## config.mk

```make
export PLATFORM = sky130hd
export DESIGN_NAME = display_scan_controller
export DESIGN_NICKNAME = d
export VERILOG_FILES = /design/src/rtl/display_scan_controller.sv
export SDC_FILE = /design/constraint.sdc
export NUM_CORES = 1
export LEC_CHECK = 0
export ABC_CLOCK_PERIOD_IN_PS = 4300
export BUFFER_PORTS_ARGS = -buffer_cell sky130_fd_sc_hd__buf_2
export CELL_PAD_IN_SITES_DETAIL_PLACEMENT = 1
export CELL_PAD_IN_SITES_GLOBAL_PLACEMENT = 2
export CORE_AREA = 2 2 90 92
export CTS_BUF_LIST = sky130_fd_sc_hd__clkbuf_4
export DETAILED_ROUTE_END_ITERATION = 16
export DIE_AREA = 0 0 92 94
export GPL_TIMING_DRIVEN = 0
export PLACE_DENSITY = 0.95
export SLEW_MARGIN = 25
export SYNTH_ARGS = -nofsm -noshare
export SYNTH_HDL_FRONTEND = slang
export SYNTH_SLANG_ARGS = --single-unit
```

## constraint.sdc

```tcl
create_clock -name clk -period 4.3 [get_ports clk]
set_input_delay 0 -clock clk [delete_from_list [all_inputs] [get_ports clk]]
set_output_delay 0 -clock clk [all_outputs]
set_load 0.05 [all_outputs]
```

## src/rtl/display_scan_controller.sv

```systemverilog
// Four-digit 7-segment scan controller with per-slot blanking guard and frame-aligned double buffering.
// Optional build macro: LEADING_ZERO_SUPPRESS_EN (blank leading zero digits above digit 0).
module display_scan_controller #(
  parameter int TICK_DIV = 100000,
  parameter int GUARD    = 16
) (
  input  logic        clk,
  input  logic        rst_n,
  input  logic        enable,
  input  logic        upd_valid,
  input  logic [15:0] upd_value,
  output logic        upd_ready,
  output logic [1:0]  digit_sel,
  output logic [3:0]  nibble,
  output logic        blank,
  output logic        frame_tick
);

  localparam int CNT_W = $clog2(TICK_DIV);
  localparam logic [CNT_W-1:0] SLOT_LAST  = CNT_W'(TICK_DIV - 1);
  localparam logic [CNT_W-1:0] GUARD_LAST = CNT_W'(GUARD - 1);

  typedef enum logic [1:0] {S_OFF, S_GUARD, S_ON} state_e;

  state_e           state_q, state_d;
  logic [CNT_W-1:0] slot_cnt_q, slot_cnt_d;
  logic [1:0]       digit_sel_q, digit_sel_d;
  logic [3:0]       nibble_q, nibble_d;
  logic             blank_q, blank_d;
  logic             frame_tick_q, frame_tick_d;
  logic [15:0]      disp_q, disp_d;
  logic [15:0]      pend_q, pend_d;
  logic             pend_full_q, pend_full_d;

  logic slot_end, boundary, accept, load_pt;

  function automatic logic [3:0] sel_nibble(input logic [15:0] v, input logic [1:0] d);
    case (d)
      2'd0:    return v[3:0];
      2'd1:    return v[7:4];
      2'd2:    return v[11:8];
      default: return v[15:12];
    endcase
  endfunction

  function automatic logic lz_blank(input logic [15:0] v, input logic [1:0] d);
    case (d)
      2'd1:    return v[15:4] == 12'h000;
      2'd2:    return v[15:8] == 8'h00;
      2'd3:    return v[15:12] == 4'h0;
      default: return 1'b0;
    endcase
  endfunction

  assign slot_end = (slot_cnt_q == SLOT_LAST);
  assign boundary = (state_q == S_ON) && slot_end && (digit_sel_q == 2'd3);
  assign accept   = upd_valid && !pend_full_q;
  assign load_pt  = boundary || (state_q == S_OFF);

  always_comb begin
    state_d     = state_q;
    slot_cnt_d  = slot_cnt_q;
    digit_sel_d = digit_sel_q;
    if (!enable) begin
      state_d     = S_OFF;
      slot_cnt_d  = '0;
      digit_sel_d = 2'd0;
    end else begin
      case (state_q)
        S_OFF: begin
          state_d     = S_GUARD;
          slot_cnt_d  = '0;
          digit_sel_d = 2'd0;
        end
        S_GUARD, S_ON: begin
          if (slot_end) begin
            slot_cnt_d  = '0;
            digit_sel_d = digit_sel_q + 2'd1;
            state_d     = S_GUARD;
          end else begin
            slot_cnt_d = slot_cnt_q + 1'b1;
            if (state_q == S_GUARD && slot_cnt_q == GUARD_LAST) state_d = S_ON;
          end
        end
        default: state_d = S_OFF;
      endcase
    end

    // Pending only fills away from a load point; at a load point an empty pending is bypassed.
    disp_d      = disp_q;
    pend_d      = pend_q;
    pend_full_d = pend_full_q;
    if (load_pt) begin
      if (pend_full_q) begin
        disp_d      = pend_q;
        pend_full_d = 1'b0;
      end else if (accept) begin
        disp_d = upd_value;
      end
    end else if (accept) begin
      pend_d      = upd_value;
      pend_full_d = 1'b1;
    end

    nibble_d     = sel_nibble(disp_d, digit_sel_d);
    blank_d      = (state_d != S_ON);
`ifdef LEADING_ZERO_SUPPRESS_EN
    if (state_d == S_ON && lz_blank(disp_d, digit_sel_d)) blank_d = 1'b1;
`else
    if (state_d == S_ON && digit_sel_d == 2'd3 && 1'b0 && lz_blank(disp_d, digit_sel_d)) blank_d = 1'b1;
`endif
    frame_tick_d = boundary && enable;
  end

  always_ff @(posedge clk or negedge rst_n) begin
    if (!rst_n) begin
      state_q      <= S_OFF;
      slot_cnt_q   <= '0;
      digit_sel_q  <= 2'd0;
      nibble_q     <= 4'h0;
      blank_q      <= 1'b1;
      frame_tick_q <= 1'b0;
      disp_q       <= 16'h0000;
      pend_q       <= 16'h0000;
      pend_full_q  <= 1'b0;
    end else begin
      state_q      <= state_d;
      slot_cnt_q   <= slot_cnt_d;
      digit_sel_q  <= digit_sel_d;
      nibble_q     <= nibble_d;
      blank_q      <= blank_d;
      frame_tick_q <= frame_tick_d;
      disp_q       <= disp_d;
      pend_q       <= pend_d;
      pend_full_q  <= pend_full_d;
    end
  end

  assign upd_ready  = !pend_full_q;
  assign digit_sel  = digit_sel_q;
  assign nibble     = nibble_q;
  assign blank      = blank_q;
  assign frame_tick = frame_tick_q;

endmodule

```

==> results of run 1 <==
## where the power goes
| part | internal (mW) | switching, mW | leakage, nW | total, mW |
|---|---|---|---|---|
| sequential | 0.647 | 0.0430 | 0.748 | 0.690 |
| combinational | 0.119 | 0.167 | 0.751 | 0.286 |
| clock | 0.179 | 0.237 | 0.0685 | 0.416 |
## worst register-to-register path: stages (launching register included)
cell,delay [ns]
dfrtp_1,0.51
ha_1,0.25
and2_1,0.15
clkbuf_1,0.19
a21o_1,0.30
nor2_2,0.36
buf_2,0.35
mux2_2,0.38
## registers in the layout, indices dropped and copies added, names as in the netlist
register / cells
disp_q: 16
digit_sel: 2
nibble: 4
slot_cnt_q: 17
state_q: 2
frame_tick: 1
blank: 1
pend_q: 16
pend_full_q: 1
## kinds of logic after synthesis
kind of cell | count (synthesis)
AO/OA/AOI/OAI | 72
XOR/XNOR | 14
adder cells (fa/ha/maj) | 6
buffers and inverters | 24
flip-flops | 60
multiplexers | 26
AND/OR/NAND/NOR | 106
## final timing paths
kind / end / cells past startpoint / start / slack, ns
worst max-delay path: pend_q[0] / 7 / digit_sel[0] / 1.73
worst min-delay path: state_q[1] / 2 / rst_n / 0.20
worst max register to register: pend_q[0] / 7 / digit_sel[0] / 1.73
worst min register to register: disp_q[5] / 1 / disp_q[5] / 0.51
max in group asynchronous: disp_q[6] / 2 / rst_n / 3.59
min in group clk: pend_full_q / 3 / upd_valid / 0.22
## through the flow
| step | power [mW] | setup slack [ns] | cell area (µm²) | instances | utilization, % |
|---|---|---|---|---|---|
| 2_1_floorplan | 0.889 | 1.93 | 3190 | 308 | - |
| 3_3_place_gp | 0.960 | 1.76 | 3460 | 437 | 45.4 |
| 3_5_place_dp | 0.975 | 1.72 | 3460 | 437 | 45.5 |
| 4_1_cts | 1.41 | 1.68 | 3780 | 471 | 49.7 |
| 5_1_grt | 1.47 | 1.57 | 3780 | 471 | 49.7 |
| 6_report | 1.39 | 1.73 | 3780 | 471 | 49.7 |
## final cells by class
class	count	area, µm²
Tap cell	102	128
Clock inverter	7	75.1
Clock buffer	9	67.6
Sequential cell	60	1500
Fill cell	876	3830
Inverter	10	37.5
Timing Repair Buffer	45	318
Multi-Input combinational cell	224	1590
Buffer	14	61.3
## metal layers
metal	vias up	global-route usage [%]	share of wire, %	wire length, µm
li1	1250	-	-	-
met4	0	7.34	1.6	127
met2	49	34.3	49	3910
met5	-	0	0	0
met3	18	4.65	3.2	253
met1	1319	24.9	46	3700
## cells in the mapped netlist (4+ instances only)
| cell type | count | area [µm²] |
|---|---|---|
| nand3_1 | 5 | 25.0 |
| nand4_1 | 8 | 50.1 |
| o22ai_1 | 13 | 81.3 |
| mux2i_1 | 9 | 90.1 |
| mux2_2 | 17 | 191 |
| o21ai_0 | 9 | 45.0 |
| nand2_1 | 9 | 33.8 |
| xor2_1 | 11 | 96.3 |
| buf_2 | 4 | 20.0 |
| nor2_1 | 39 | 146 |
| ha_1 | 6 | 75.1 |
| a211oi_1 | 16 | 120 |
| nor3_1 | 7 | 35.0 |
| o211ai_1 | 4 | 30.0 |
| nor2b_1 | 9 | 56.3 |
| inv_1 | 10 | 37.5 |
| dfrtp_1 | 59 | 1480 |
| clkbuf_1 | 9 | 33.8 |
| a22o_1 | 4 | 35.0 |
| a31oi_1 | 5 | 31.3 |
## repair_timing
item	CTS	global route
hold buffers	18	0
setup buffers	0	0
hold endpoints to repair	90	0
==> flow_summary.ini, run 1 <==
[worst_hold_path]
holdCritPathClass = input port to async pin

[cts]
clockRootBuffer = clkbuf_4
cts.sinks = 60
cts_made_buffers = 9
htreeDepth = 3
clk_pin_slew_ns = 0.12
cts_buffer_depth = 2
tritoncts = built
postCtsResizedCells = 0
clk_latency_ns = 0.41

[sta]
whs_ns = 0.201
rsz0062_at_grt = false
fin_crit_sh_pct = 59.8
setup_viol = 0
setup_tns_ns = 0
period_needed_ns = 2.57
worstMarginPinSlew_ns = 0.769
finalMaxSlewViolations = 0
skew_ns = 0.0128
relSlewSlack_pct = 48.2
timing.fmax_mhz = 389
hold_violations = 0

[synthesis]
synth_ff_type = dfrtp_1
avgSynthCellArea_um2 = 10.4
synth_cells = 308
netlist_area_um2 = 3190
yosys.area_share.simple_pct = 18.9
synth_cell_types = 51
synthArstFlopShare_pct = 100
ys_seq_area_share_pct = 47.1
syn-num-nets = 334
ys_ff_latch = 60
ys_warn_count = 0
synthMuxAreaShare_pct = 8.82
synth_edf_count = 0
synth_adder_area_share_pct = 2.35
synth_top_family_by_area = simple AND/OR/NAND/NOR gates
synth_compound_area_share_pct = 15.9
synth_xor_area_share_pct = 3.84

[place]
io_buffer_count = 27
hpwl_um = 5400
routabilityCongestion = 0.775

[setup_path]
cpLargestDelayFamily = buffers and inverters
slowest_stage = dfrtp_1
cp_max_fo = 10
crit_arrival_ns = 2.87
cp_cell_sequence = ha_1 -> and2_1 -> clkbuf_1 -> a21o_1 -> nor2_2 -> buf_2 -> mux2_2
crit_type = flip-flop to flip-flop
slowest_delay_ns = 0.51
worstPathRequired_ns = 4.60
crit_path_end_kind = flip-flop
start_kind = flip-flop
critical_path_buf_inv_count = 2

[routing]
drc_errors = 0
drtIter0Drc = 46
vias = 2636
ant_nets = 0
wl_um = 7990
wire_per_inst_um = 17.0
first_pass_iters = 4
vias_per_cell = 5.60

[floorplan]
core_um2 = 7610
fp-row-count = 32
initial_core_util_pct = 42.0
pin_count = 29
die_y_um = 94
dieArea_um2 = 8650
die_w_um = 92

[layout]
n_antenna_cell = 0
final_nets = 390
final_cell_mix = dfrtp_1 (59), nor2_1 (39), buf_2 (30), dlygate4sd3_1 (18), mux2_2 (17)
layout_commonest_cell = dfrtp_1
layout-drive-gt1-share_pct = 21.1
syn_to_final_growth_pct = 18.4

[power]
power_leakage_nw = 1.57
powerDensity_nw_per_um2 = 368
ir_drop_mv = 0.221

[global_route]
grt_usage_pct = 20.1
grt_max_degree = 61
grt_pass1_vias = 2866
antenna_found_initial = 0
overflow = 0
grt_pass1_wl_um = 13700

[status]
run_status = complete, no violations

[job]
timing.max_cap.violations = 0
No activity file was read; power rests on OpenSTA's default activity.
==> inputs of run 2 (changes only) <==
--- a/config.mk
+++ b/config.mk
@@ -5,16 +5,16 @@
 export SDC_FILE = /design/constraint.sdc
 export NUM_CORES = 1
 export LEC_CHECK = 0
-export ABC_CLOCK_PERIOD_IN_PS = 4300
+export ABC_CLOCK_PERIOD_IN_PS = 2100
 export BUFFER_PORTS_ARGS = -buffer_cell sky130_fd_sc_hd__buf_2
 export CELL_PAD_IN_SITES_DETAIL_PLACEMENT = 1
 export CELL_PAD_IN_SITES_GLOBAL_PLACEMENT = 2
-export CORE_AREA = 2 2 90 92
+export CORE_AREA = 2 2 98 100
 export CTS_BUF_LIST = sky130_fd_sc_hd__clkbuf_4
 export DETAILED_ROUTE_END_ITERATION = 16
-export DIE_AREA = 0 0 92 94
+export DIE_AREA = 0 0 100 102
 export GPL_TIMING_DRIVEN = 0
-export PLACE_DENSITY = 0.95
+export PLACE_DENSITY = 0.86
 export SLEW_MARGIN = 25
 export SYNTH_ARGS = -nofsm -noshare
 export SYNTH_HDL_FRONTEND = slang
==> constraint.sdc (replaced) <==
create_clock -name clk -period 2.1 [get_ports clk]
set_input_delay 0 -clock clk [delete_from_list [all_inputs] [get_ports clk]]
set_output_delay 0 -clock clk [all_outputs]
set_load 0.05 [all_outputs]
==> flow_summary.ini, run 2 (synthesis gave the netlist of run 1 again) <==
[status]
run_status = complete, but fails checks
violations = setup timing

[floorplan]
initial_core_util_pct = 35.1
fp-row-count = 35
dieArea_um2 = 10200
pin_count = 29
die_y_um = 102
die_w_um = 100
core_um2 = 9110

[routing]
wl_um = 8630
drtIter0Drc = 52
vias_per_cell = 5.32
wire_per_inst_um = 17.3
ant_nets = 0
first_pass_iters = 4
drc_errors = 0
vias = 2661

[sta]
fin_crit_sh_pct = 104
worstMarginPinSlew_ns = 0.532
period_needed_ns = 2.19
hold_violations = 0
setup_tns_ns = -0.232
relSlewSlack_pct = 64.6
worst_slack_ns = -0.0920
timing.fmax_mhz = 456
skew_ns = 0.00918
whs_ns = 0.0240
setup_viol = 4
rsz0062_at_grt = true
finalMaxSlewViolations = 0

[setup_path]
slowest_delay_ns = 0.41
slowest_stage = dfrtp_1
cp.depth = 8
cp_max_fo = 5
cpLargestDelayFamily = simple AND/OR/NAND/NOR gates
timing.rr.start = slot_cnt_q[1]
critical_path_buf_inv_count = 1
crit_arrival_ns = 2.51
worstPathRequired_ns = 2.41
r2r_setup_slack_ns = -0.09
reg2reg_depth = 8
crit_type = flip-flop to flip-flop
crit_path_end_kind = flip-flop
start_kind = flip-flop
startpoint = slot_cnt_q[1]
cp_cell_sequence = ha_4 -> nor4b_4 -> buf_4 -> nand4_4 -> or3_4 -> a21oi_4 -> o211ai_1 -> a32oi_1

[global_route]
grt_max_degree = 40
overflow = 0
antenna_found_initial = 0
grt_pass1_vias = 2945
grt_usage_pct = 17.9
grt_pass1_wl_um = 14300

[cts]
cts_buffer_depth = 2
tritoncts = built
htreeDepth = 3
clk_latency_ns = 0.41
cts.sinks = 60
clockRootBuffer = clkbuf_4
cts_made_buffers = 9
clk_pin_slew_ns = 0.10

[place]
numPlacedInstances = 447
post-place-ws_ns = -0.563
hpwl_um = 5750
routabilityCongestion = 0.771
io_buffer_count = 27

[power]
powerDensity_nw_per_um2 = 667
ir_drop_mv = 0.352
power_leakage_nw = 1.69

[worst_hold_path]
holdCritPathClass = input port to async pin

[layout]
n_antenna_cell = 0
final_cell_mix = dfrtp_1 (49), nor2_1 (38), buf_2 (27), buf_4 (22), dlygate4sd3_1 (18)
layout_commonest_cell = dfrtp_1
largest_reg_flops = 17
regMostFlops = slot_cnt_q
fillers = 1027
final_nets = 410
largestRegisters = slot_cnt_q (17), disp_q (16), pend_q (16)
fin_util_pct = 45.1
layout-drive-gt1-share_pct = 33.2
syn_to_final_growth_pct = 28.6
finalNonFillerCells = 500

[job]
timing.max_cap.violations = 0
==> run 2: changes by cell type in the layout (fill, tap and decap cells not counted), sizes merged <==
cell,change
bufinv,-1
inv,-1
clkinv,+2
buf,+21
clkinvlp,-1
==> run 2: worst paths after layout <==
kind / to
setup / recovery: nibble[1]
hold / removal: state_q[0]
setup reg to reg: nibble[1]
hold reg to reg: disp_q[4]
max in group asynchronous: digit_sel[0]
min in group clk: pend_full_q
==> run 2: stage by stage <==
step	total power [mW]	cell area, µm²
floorplan	1.82	3210
global placement	1.98	3480
detailed placement	2.01	3500
CTS	2.75	3970
global route	2.90	4110
finish	2.74	4110
==> run 2: layout make-up <==
type	count	area [µm²]	share of cell area, %
multi-input cells	224	1710	41.7
flip-flops and latches	60	1520	36.9
repair buffers	67	517	12.6
well taps	111	139	3.38
plain buffers	12	80.1	1.95
clock buffers	10	75.1	1.83
inverters	10	37.5	0.914
clock inverters	6	31.3	0.762
==> run 2: repair_timing <==
action                                  in CTS  in global routing
hold buffers                                18                  0
buffers inserted                            15                  5
pin swaps                                    8                 10
gates cloned                                 0                  1
endpoints found under the hold margin       93                  0
gates resized for setup                     23                 20
endpoints found under the setup margin      54                 23
==> run 2: power by group <==
| group | switching [mW] | internal [mW] |
|---|---|---|
| clock | 0.439 | 0.243 |
| sequential | 0.0842 | 1.32 |
| combinational | 0.367 | 0.282 |
==> run 2: layer usage <==
layer	GRT usage, %	vias up	part of all wire [%]
met5	0	-	0
met1	21.5	1338	45
li1	-	1281	-
met3	3.97	11	2.1
met2	32.4	31	52
met4	4.85	0	1.1
==> inputs of run 3 (changes only) <==
--- a/config.mk
+++ b/config.mk
@@ -9,12 +9,12 @@
 export BUFFER_PORTS_ARGS = -buffer_cell sky130_fd_sc_hd__buf_2
 export CELL_PAD_IN_SITES_DETAIL_PLACEMENT = 1
 export CELL_PAD_IN_SITES_GLOBAL_PLACEMENT = 2
-export CORE_AREA = 2 2 98 100
-export CTS_BUF_LIST = sky130_fd_sc_hd__clkbuf_4
+export CORE_AREA = 2 2 104 96
+export CTS_BUF_LIST = sky130_fd_sc_hd__clkbuf_4 sky130_fd_sc_hd__clkbuf_8 sky130_fd_sc_hd__clkbuf_16
 export DETAILED_ROUTE_END_ITERATION = 16
-export DIE_AREA = 0 0 100 102
+export DIE_AREA = 0 0 106 98
 export GPL_TIMING_DRIVEN = 0
-export PLACE_DENSITY = 0.86
+export PLACE_DENSITY = 0.85
 export SLEW_MARGIN = 25
 export SYNTH_ARGS = -nofsm -noshare
 export SYNTH_HDL_FRONTEND = slang
==> flow_summary.ini, run 3 (synthesis gave the netlist of run 1 again) <==
[global_route]
grt_pass1_vias = 2795
overflow = 0
grt_usage_pct = 17.6
antenna_found_initial = 0
grt_max_degree = 47
grt_pass1_wl_um = 14300

[power]
powerDensity_nw_per_um2 = 779
totalPowerFinal_mw = 3.22
power_leakage_nw = 1.69
ir_drop_mv = 0.397

[sta]
relSlewSlack_pct = 58.0
worst_slack_ns = -0.104
skew_ns = 0.00925
setup_tns_ns = -0.284
worstMarginPinSlew_ns = 0.630
finalMaxSlewViolations = 0
hold_violations = 0
whs_ns = 0.0446
fin_crit_sh_pct = 105
timing.fmax_mhz = 454
setup_viol = 4
period_needed_ns = 2.20
rsz0062_at_grt = true

[setup_path]
crit_arrival_ns = 2.45
slowest_stage = dfrtp_2
start_kind = flip-flop
slowest_delay_ns = 0.40
worstPathRequired_ns = 2.35
crit_type = flip-flop to flip-flop
cp_cell_sequence = ha_4 -> nor4b_4 -> buf_4 -> nand4_4 -> or3_4 -> a21oi_4 -> o211ai_1 -> a32oi_1
crit_path_end_kind = flip-flop
cp_max_fo = 7
r2r_setup_slack_ns = -0.10

[layout]
finalNonFillerCells = 509
regMostFlops = slot_cnt_q
layout_commonest_cell = dfrtp_1
final_nets = 404
syn_to_final_growth_pct = 29.5
final_cell_mix = dfrtp_1 (53), nor2_1 (39), buf_2 (28), dlygate4sd3_1 (18)
layout-drive-gt1-share_pct = 30.3
fillers = 1044
n_antenna_cell = 0
fin_util_pct = 44.0
fin_area_um2 = 4140
largestRegisters = slot_cnt_q (17), disp_q (16), pend_q (16)
largest_reg_flops = 17

[place]
routabilityCongestion = 0.776
numPlacedInstances = 462
post-place-ws_ns = -0.496
hpwl_um = 5770
io_buffer_count = 27
placed_area_um2 = 3530

[cts]
clockRootBuffer = clkbuf_8
cts_buffer_depth = 2
cts_made_buffers = 9
cts.sinks = 60
tritoncts = built
htreeDepth = 3
clk_latency_ns = 0.35
clk_pin_slew_ns = 0.07

[routing]
wire_per_inst_um = 16.6
vias_per_cell = 5.19
ant_nets = 0
vias = 2641
drtIter0Drc = 89
first_pass_iters = 4
drc_errors = 0
wl_um = 8460

[floorplan]
pin_count = 29
fp-row-count = 34
die_w_um = 106
dieArea_um2 = 10400
die_y_um = 98
initial_core_util_pct = 34.0
core_um2 = 9400

[worst_hold_path]
holdCritPathClass = input port to async pin

[status]
run_status = complete, but fails checks
violations = setup timing

[job]
timing.max_cap.violations = 0
==> run 3: repair_timing <==
item                       in CTS  in global routing
hold buffers                   18                  0
setup buffers                  11                  4
cloned                          0                  0
pin swaps                       9                  6
setup endpoints to repair      53                 20
hold endpoints to repair       80                  0
resized for setup              24                  6
==> run 3: final timing paths <==
check / cells past startpoint / from / endpoint
max in group asynchronous: 3 / rst_n / slot_cnt_q[12]
min in group clk: 3 / upd_valid / pend_full_q
worst min register to register: 1 / disp_q[4] / disp_q[4]
worst max-delay path: 8 / slot_cnt_q[0] / nibble[1]
worst max register to register: 8 / slot_cnt_q[0] / nibble[1]
worst min-delay path: 2 / rst_n / slot_cnt_q[3]
==> run 3: final cells by class <==
class	count	area, µm²	area share, %
Multi-Input combinational cell	224	1670	40.4
Tap cell	126	158	3.81
Clock buffer	9	124	2.99
Buffer	12	76.3	1.85
Inverter	10	37.5	0.907
Clock inverter	7	100	2.42
Sequential cell	60	1510	36.5
Timing Repair Buffer	61	458	11.1
==> run 3: routing by layer <==
metal  share of wire, %  GRT usage [%]  vias up  wire (µm)
met4               0.93           4.86        0         79
met5                  0              0        -          0
met1                 48           22.9     1324       4030
met3                2.9           4.34        9        247
li1                   -              -     1269          -
met2                 49           29.3       39       4110
==> run 3: power breakdown <==
group	total, mW	leakage [nW]	switching, mW	internal, mW
combinational	0.639	0.854	0.364	0.275
sequential	1.41	0.738	0.0876	1.33
clock	1.17	0.102	0.498	0.673
==> run 3: critical path, delay by kind of cell, from the launching register on <==
kind | cells | cell delay (ns)
adders and majority gates | 1 | 0.16
DFF | 1 | 0.40
and+or+nand+nor | 3 | 0.74
AOI/OAI and AO/OA | 3 | 0.64
buffers and inverters | 1 | 0.17
